--- config.mk ---
export PLATFORM = sky130hd
export DESIGN_NAME = uart_program_loader
export DESIGN_NICKNAME = d
export VERILOG_FILES = /design/src/rtl/uart_program_loader.sv
export SDC_FILE = /design/constraint.sdc
export NUM_CORES = 1
export LEC_CHECK = 0
export BUFFER_PORTS_ARGS = -buffer_cell sky130_fd_sc_hd__buf_2
export CAP_MARGIN = 0
export CORE_AREA = 2 2 114 199
export DETAILED_ROUTE_END_ITERATION = 8
export DIE_AREA = 0 0 116 201
export HOLD_SLACK_MARGIN = 0.02
export RECOVER_POWER = 100
export SYNTH_ARGS = -nofsm -noshare
export SYNTH_HDL_FRONTEND = slang
export SYNTH_SLANG_ARGS = --single-unit
export TNS_END_PERCENT = 50
--- constraint.sdc ---
create_clock -name clk -period 3.05 [get_ports clk]
set_clock_uncertainty 0.1 [all_clocks]
set_input_delay 0.61 -clock clk [delete_from_list [all_inputs] [get_ports clk]]
set_output_delay 0.61 -clock clk [all_outputs]
set_load 0.05 [all_outputs]
--- src/rtl/uart_program_loader.sv ---
// rtl/uart_program_loader.sv - UART 8N1 boot loader writing a word image into instruction memory
module uart_program_loader #(
    parameter int CLKS_PER_BIT = 434,
    parameter int IMEM_WORDS   = 256
) (
    input  logic        clk,
    input  logic        rst_n,
    input  logic        uart_rx,
    output logic        imem_we,
    output logic [31:0] imem_addr,
    output logic [31:0] imem_wdata,
    output logic        core_rst_n,
    output logic        load_done,
    output logic        load_error
);
    localparam int CW = $clog2(CLKS_PER_BIT);
    localparam logic [CW-1:0] FULL_LAST = CW'(CLKS_PER_BIT - 1);
    localparam logic [CW-1:0] HALF_LAST = CW'(CLKS_PER_BIT / 2 - 1);
    localparam logic [16:0]   MAX_WORDS = 17'(IMEM_WORDS);

    typedef enum logic [1:0] {RX_IDLE, RX_START, RX_DATA, RX_STOP} rx_state_t;
    typedef enum logic [2:0] {L_HDR0, L_HDR1, L_DATA, L_WRITE, L_DONE, L_ERROR} ld_state_t;

    rx_state_t       rx_state, rx_state_next;
    ld_state_t       ld_state, ld_state_next;
    logic [1:0]      rx_sync;
    logic            rx_s, rx_prev;
    logic [CW-1:0]   cnt;
    logic [2:0]      bit_idx;
    logic [7:0]      rx_shift;
    logic            tick, byte_valid, framing_err;
    logic [7:0]      n_lo;
    logic [15:0]     n_words, hdr_n, word_idx;
    logic [1:0]      byte_cnt;
    logic [31:0]     word_buf;

    assign rx_s  = rx_sync[1];
    assign hdr_n = {rx_shift, n_lo};

    // Two-flop synchronizer plus previous-value flop for falling-edge detection
    always_ff @(posedge clk or negedge rst_n) begin
        if (!rst_n) begin
            rx_sync <= 2'b11;
            rx_prev <= 1'b1;
        end else begin
            rx_sync <= {rx_sync[0], uart_rx};
            rx_prev <= rx_s;
        end
    end

    // RX state register
    always_ff @(posedge clk or negedge rst_n) begin
        if (!rst_n) rx_state <= RX_IDLE;
        else        rx_state <= rx_state_next;
    end

    // RX next state; sample ticks land mid-bit, byte/framing pulses come from the stop sample
    always_comb begin
        rx_state_next = rx_state;
        tick          = 1'b0;
        byte_valid    = 1'b0;
        framing_err   = 1'b0;
        case (rx_state)
            RX_IDLE:  if (!rx_s && rx_prev) rx_state_next = RX_START;
            RX_START: if (cnt == HALF_LAST) begin
                tick          = 1'b1;
                rx_state_next = rx_s ? RX_IDLE : RX_DATA;
            end
            RX_DATA:  if (cnt == FULL_LAST) begin
                tick = 1'b1;
                if (bit_idx == 3'd7) rx_state_next = RX_STOP;
            end
            RX_STOP:  if (cnt == FULL_LAST) begin
                tick          = 1'b1;
                byte_valid    = rx_s;
                framing_err   = !rx_s;
                rx_state_next = RX_IDLE;
            end
            default:  rx_state_next = RX_IDLE;
        endcase
    end

    // Bit timing counter and LSB-first shift register
    always_ff @(posedge clk or negedge rst_n) begin
        if (!rst_n) begin
            cnt      <= '0;
            bit_idx  <= '0;
            rx_shift <= '0;
        end else begin
            cnt <= (rx_state == RX_IDLE || tick) ? '0 : cnt + 1'b1;
            if (rx_state == RX_START) bit_idx <= '0;
            if (rx_state == RX_DATA && tick) begin
                rx_shift <= {rx_s, rx_shift[7:1]};
                bit_idx  <= bit_idx + 1'b1;
            end
        end
    end

    // Loader state register
    always_ff @(posedge clk or negedge rst_n) begin
        if (!rst_n) ld_state <= L_HDR0;
        else        ld_state <= ld_state_next;
    end

    // Loader next state; DONE and ERROR are terminal until reset
    always_comb begin
        ld_state_next = ld_state;
        case (ld_state)
            L_HDR0:  if (framing_err) ld_state_next = L_ERROR;
                     else if (byte_valid) ld_state_next = L_HDR1;
            L_HDR1:  if (framing_err) ld_state_next = L_ERROR;
                     else if (byte_valid)
                         ld_state_next = (hdr_n == 16'd0 || {1'b0, hdr_n} > MAX_WORDS) ? L_ERROR : L_DATA;
            L_DATA:  if (framing_err) ld_state_next = L_ERROR;
                     else if (byte_valid && byte_cnt == 2'd3) ld_state_next = L_WRITE;
            L_WRITE: ld_state_next = (word_idx == n_words - 16'd1) ? L_DONE : L_DATA;
            L_DONE:  ld_state_next = L_DONE;
            L_ERROR: ld_state_next = L_ERROR;
            default: ld_state_next = L_ERROR;
        endcase
    end

    // Header latch, word assembly and write address/data staging
    always_ff @(posedge clk or negedge rst_n) begin
        if (!rst_n) begin
            n_lo       <= '0;
            n_words    <= '0;
            word_idx   <= '0;
            byte_cnt   <= '0;
            word_buf   <= '0;
            imem_addr  <= '0;
            imem_wdata <= '0;
        end else begin
            if (ld_state == L_HDR0 && byte_valid) n_lo <= rx_shift;
            if (ld_state == L_HDR1 && byte_valid) n_words <= hdr_n;
            if (ld_state == L_DATA && byte_valid) begin
                byte_cnt <= byte_cnt + 1'b1;
                word_buf <= {rx_shift, word_buf[31:8]};
                if (byte_cnt == 2'd3) begin
                    imem_wdata <= {rx_shift, word_buf[31:8]};
                    imem_addr  <= {14'd0, word_idx, 2'b00};
                end
            end
            if (ld_state == L_WRITE) word_idx <= word_idx + 1'b1;
        end
    end

    assign imem_we    = (ld_state == L_WRITE);
    assign load_done  = (ld_state == L_DONE);
    assign load_error = (ld_state == L_ERROR);
    assign core_rst_n = (ld_state == L_DONE);
endmodule

After elaboration in Yosys (flattened, before gate mapping)
Cells that the tools add are included.

cells by class
  add/sub/neg operators = 5
  reductions and logical operators = 17
  muxes and demuxes = 26
  eq/ne operators = 21
  magnitude comparators = 1

operator list
  operator                 number
  $mux W3                  10
  $add A16 B1 Y16 const B  1
  $eq A16 B16 Y1           1
  $gt A16 B9 Y1 const B    1
  $logic_not A16 Y1        1
  $sub A16 B1 Y16 const B  1
  $pmux W3 S5              1
  $mux W2                  6
  $ne A2 B2 Y1 const B     5
  $add A9 B1 Y9 const B    1
  $eq A3 B3 Y1 const B     3
  $eq A9 B8 Y1 const B     1
  $eq A9 B9 Y1 const B     1
  $mux W9                  1
  $ne A3 B3 Y1 const B     3
  $pmux W2 S4              1
  $eq A2 B2 Y1 const B     3
  $eq A3 B2 Y1 const B     2
  $logic_and A1 B1 Y1      6
  $mux W1                  6
  $reduce_and A5 Y1        1
  $add A3 B1 Y3 const B    1
  $eq A3 B1 Y1 const B     1
  $logic_not A3 Y1         1
  other kinds (10)         11

word-level totals
  register bits after elaboration = 150
  logic and storage cells = 84
  output and inout bits = 68
  bits of input ports = 3

Logic depth before layout (Yosys ltp)
  depth after elaboration = 7
  mapped depth = 10
  gate-level depth less buffers = 8

Worst setup path after synthesis
OpenSTA, ideal clock, no wires.

  path kind = reg2reg
  from = reg ld_state[0]
  to = reg word_idx[15]
  library setup time = 0.124 ns
  required time = 2.826 ns
  setup slack = 0.538 ns
  period minus slack after synthesis = 2.512 ns
  stages on the path, launching flop included = 9
  data arrival time = 2.288 ns
  buffers on the path = 2
  cells stage by stage = dfrtp_1 -> clkbuf_1 -> and3b_1 -> clkbuf_1 -> nand4_1 -> nor2_1 -> and2_1 -> nand3_1 -> xnor2_1

on the way
  cells in the longest elaborated chain, start to end = 1

ends and longest elaborated chain
  item                    line  text
  start, declared         25    ld_state_t ld_state, ld_state_next;
  start signal, assigned  102   else ld_state <= ld_state_next;
  $eq A3 B2 Y1            --
  named net imem_we       9     output logic imem_we,
  end signal, assigned    144   if (ld_state == L_WRITE) word_idx <= word_idx + 1'b1;
  end, declared           33    logic [15:0] n_words, hdr_n, word_idx;

The timed path passes the listed nets, and every way through them passes these cells.
A chain may end at the register's enable or synchronous reset.

Worst setup path in the final report
  from = reg cnt[1]
  to = reg n_words[10]

on the way
  cells in the longest elaborated chain, start to end = 4

ends and longest elaborated chain
  item                    line  text
  start, declared         28    logic [CW-1:0] cnt;
  start signal, assigned  90    cnt <= (rx_state == RX_IDLE || tick) ? '0 : cnt + 1'b1;
  $eq A9 B9 Y1            73    RX_STOP: if (cnt == FULL_LAST) begin
  $mux W1                 73
  $mux W1                 63    case (rx_state)
  $logic_and A1 B1 Y1     135   if (ld_state == L_HDR1 && byte_valid) n_words <= hdr_n;
  end signal, assigned    135
  end, declared           33

Every way passes these cells.

==> run metrics <==
outcome finished, final reports clean; Final period util 0.9111; sw power 983.9 uW; nets@finish 552; leakage 0.003485 uW; R2R Path Start cnt[1]$_DFF_PN0_; crit path time final 2779 ps; total gr overflow 0; Core Area 21800 sq um; register area share after synthesis 0.5524; Cell variety after synth 51; DR WL/cell 14.63 um; Residual DRC 0; vias per cell 4.496; sequential cell area 3557 sq um; Post-CTS Setup Inserts 0; Synth Register Bits 142; Slew HR 0.02880; Mapped Cells 481; Power Dens Cells 554.3 nW/um^2; commonest non-fill, non-tap cell in the layout dfrtp_1; Avg Cell Area, Syn 13.39 sq um; Fill cells 2225; CTS H-Tree Depth 4; Fmax achieved 359.9 MHz; P&R area growth vs syn 14.01%; Detailed Routing Iterations Pass 1 4; # Max-Cap Violations 0; Placement Rows 72; via count 3822; initial drt markers 156; startpoint type of the worst setup path flip-flop; critical path endpoint category flip-flop; post-synthesis cell area 6440 sq um; starting density of the core 0.2954; setup TNS 0 ps; Pwr Total 4070 uW; CP arrival 2960 ps; Crit. Startpoint cnt[1]$_DFF_PN0_; Critical Setup Path Class flip-flop to flip-flop; cts bufs inserted 17; data required time at the worst endpoint 3240 ps; CP Max Fanout 18; dpl hpwl 8.847 mm; largest net degree at the start of global routing 61; I/O pin total 71; gr usage total 0.1164; Final setup viols 0; hold buffers post-CTS 0; post-place instance area 6983 sq um; RSZ-0062 raised after global routing false; area occupied by multi-input gates 2584 sq um; Design Area, Final 7342 sq um; Clock power frac 0.469; Hold Fails Final Rpt 0; register share of total power 0.484; Die ar. 23320 sq um; Post-synth EDFFs 0; sw frac 0.2417; most frequent cells in the layout dfrtp_1, mux2_2, clkbuf_1; global placement routability congestion 0.8564; Int Power 3086 uW; fraction of registers with async set/reset 1.000; Antenna Violating Nets Remaining 0; CTS tree done; CTS Root Cell clkbuf_16; Warnings, synthesis 0; Skew-Pair Late Insertion Delay 410 ps; Comb pwr share 0.047; Total Wirelength 12.44 mm; clock slew at reported path FFs 60 ps; HP Class input port to flip-flop; clk sink count 142; height of the chip 201 um; first-pass GRT wire length 21.65 mm; initial antenna violation count 0; layout cells sized above 1 0.2329; Main synth FF type dfrtp_1; ANT cells 0; start point of the worst hold path uart_rx; Max Slew Vio Count 0; Fin Hold WS 202.6 ps; Peak VDD IR 0.2875 mV; vias in the first global route 4166; port bufs 54; clk buf depth 2; DIE WIDTH 116 um; Worst Tran Pin Value 1457 ps; CTS resizes 0
==> registers in the layout (all words and copies together) (netlist names), named ones only <==
register	cells
bit_idx	3
byte_cnt	2
cnt	9
imem_addr	16
imem_wdata	32
ld_state	3
n_lo	8
n_words	16
rx_prev	1
rx_shift	8
rx_state	1
rx_sync	2
word_buf	24
word_idx	16
==> worst max-delay path, stage by stage (launching register included) <==
cell,delay (ps)
dfrtp_1,430
inv_1,110
ha_1,160
nand4_1,140
nor4_4,300
nand2_2,170
or4_1,850
mux2_2,400
==> routing by layer <==
metal	vias up	GRT usage	share of wire
met5	-	0	0
met4	0	0.04167	0.012
met3	12	0.02657	0.034
met2	73	0.2089	0.56
met1	1933	0.1326	0.39
li1	1804	-	-
==> final timing paths <==
kind                                             to  slack [ps]  depth (start not counted)
setup / recovery            n_words[10]$_DFFE_PN0P_         270                          7
hold / removal                 rx_sync[0]$_DFF_PN1_         200                          1
setup reg to reg            n_words[10]$_DFFE_PN0P_         270                          7
hold reg to reg                rx_sync[1]$_DFF_PN1_         290                          0
max in group asynchronous   n_words[12]$_DFFE_PN0P_         760                          2
min in group asynchronous  word_idx[14]$_DFFE_PN0P_         460                          1
==> cell type report <==
class | count | area share
flip-flops and latches | 142 | 0.4845
multi-input cells | 310 | 0.3519
clock buffers | 19 | 0.05896
well taps | 296 | 0.05044
repair buffers | 61 | 0.03340
clock inverters | 13 | 0.01619
inverters | 9 | 0.004601
==> per-stage QoR <==
| step | util | worst slack [ps] | std cells |
|---|---|---|---|
| CTS | 0.3456 | 239.8 | 850 |
| global route | 0.3368 | 18.30 | 850 |
| floorplan | - | 537.7 | 496 |
| detailed placement | 0.3203 | 256.2 | 818 |
| global placement | 0.3203 | 361.0 | 818 |
| finish | 0.3368 | 271.2 | 850 |
==> synth_stat cells, types with 3 or more instances <==
library cell / n / area share
o21ai_0: 6 / 0.0047
clkbuf_1: 11 / 0.0064
and3_1: 4 / 0.0039
xor2_1: 16 / 0.022
dfstp_2: 3 / 0.012
mux2_2: 87 / 0.15
nor2_1: 20 / 0.012
nor4_1: 6 / 0.0058
nand2_1: 15 / 0.0087
mux2i_1: 5 / 0.0078
and3b_1: 3 / 0.0041
o211ai_1: 3 / 0.0035
ha_1: 8 / 0.016
buf_2: 3 / 0.0023
a21oi_1: 4 / 0.0031
nand4_1: 9 / 0.0087
nand4b_1: 3 / 0.0041
xnor2_1: 27 / 0.037
mux2_4: 20 / 0.047
buf_4: 18 / 0.021
dfrtp_1: 139 / 0.54
nor3_1: 4 / 0.0031
nand3_1: 16 / 0.012
inv_1: 9 / 0.0052
nand2b_1: 6 / 0.0058
buf_6: 3 / 0.0052
==> cells by family (layout without fill, tap and decap cells) <==
| family | Yosys count | in the layout | share of synthesized area |
|---|---|---|---|
| compound gates | 28 | 28 | 0.03031 |
| xor+xnor | 44 | 44 | 0.06198 |
| fa+ha+maj | 8 | 8 | 0.01554 |
| buf+inv | 44 | 102 | 0.04022 |
| flops | 142 | 142 | 0.5524 |
| mux | 112 | 112 | 0.2065 |
| other cells | 1 | 16 | 0.0005823 |
| simple gates | 102 | 102 | 0.09248 |
==> power by group through the flow <==
stage               sequential (uW)  clock, uW  combinational, uW
floorplan                      1970          0                179
global placement               2000          0                192
detailed placement             2000          0                203
CTS                            1970       1960                205
global route                   1980       2040                221
finish                         1970       1910                192
Power figures use the tool's default switching activity.
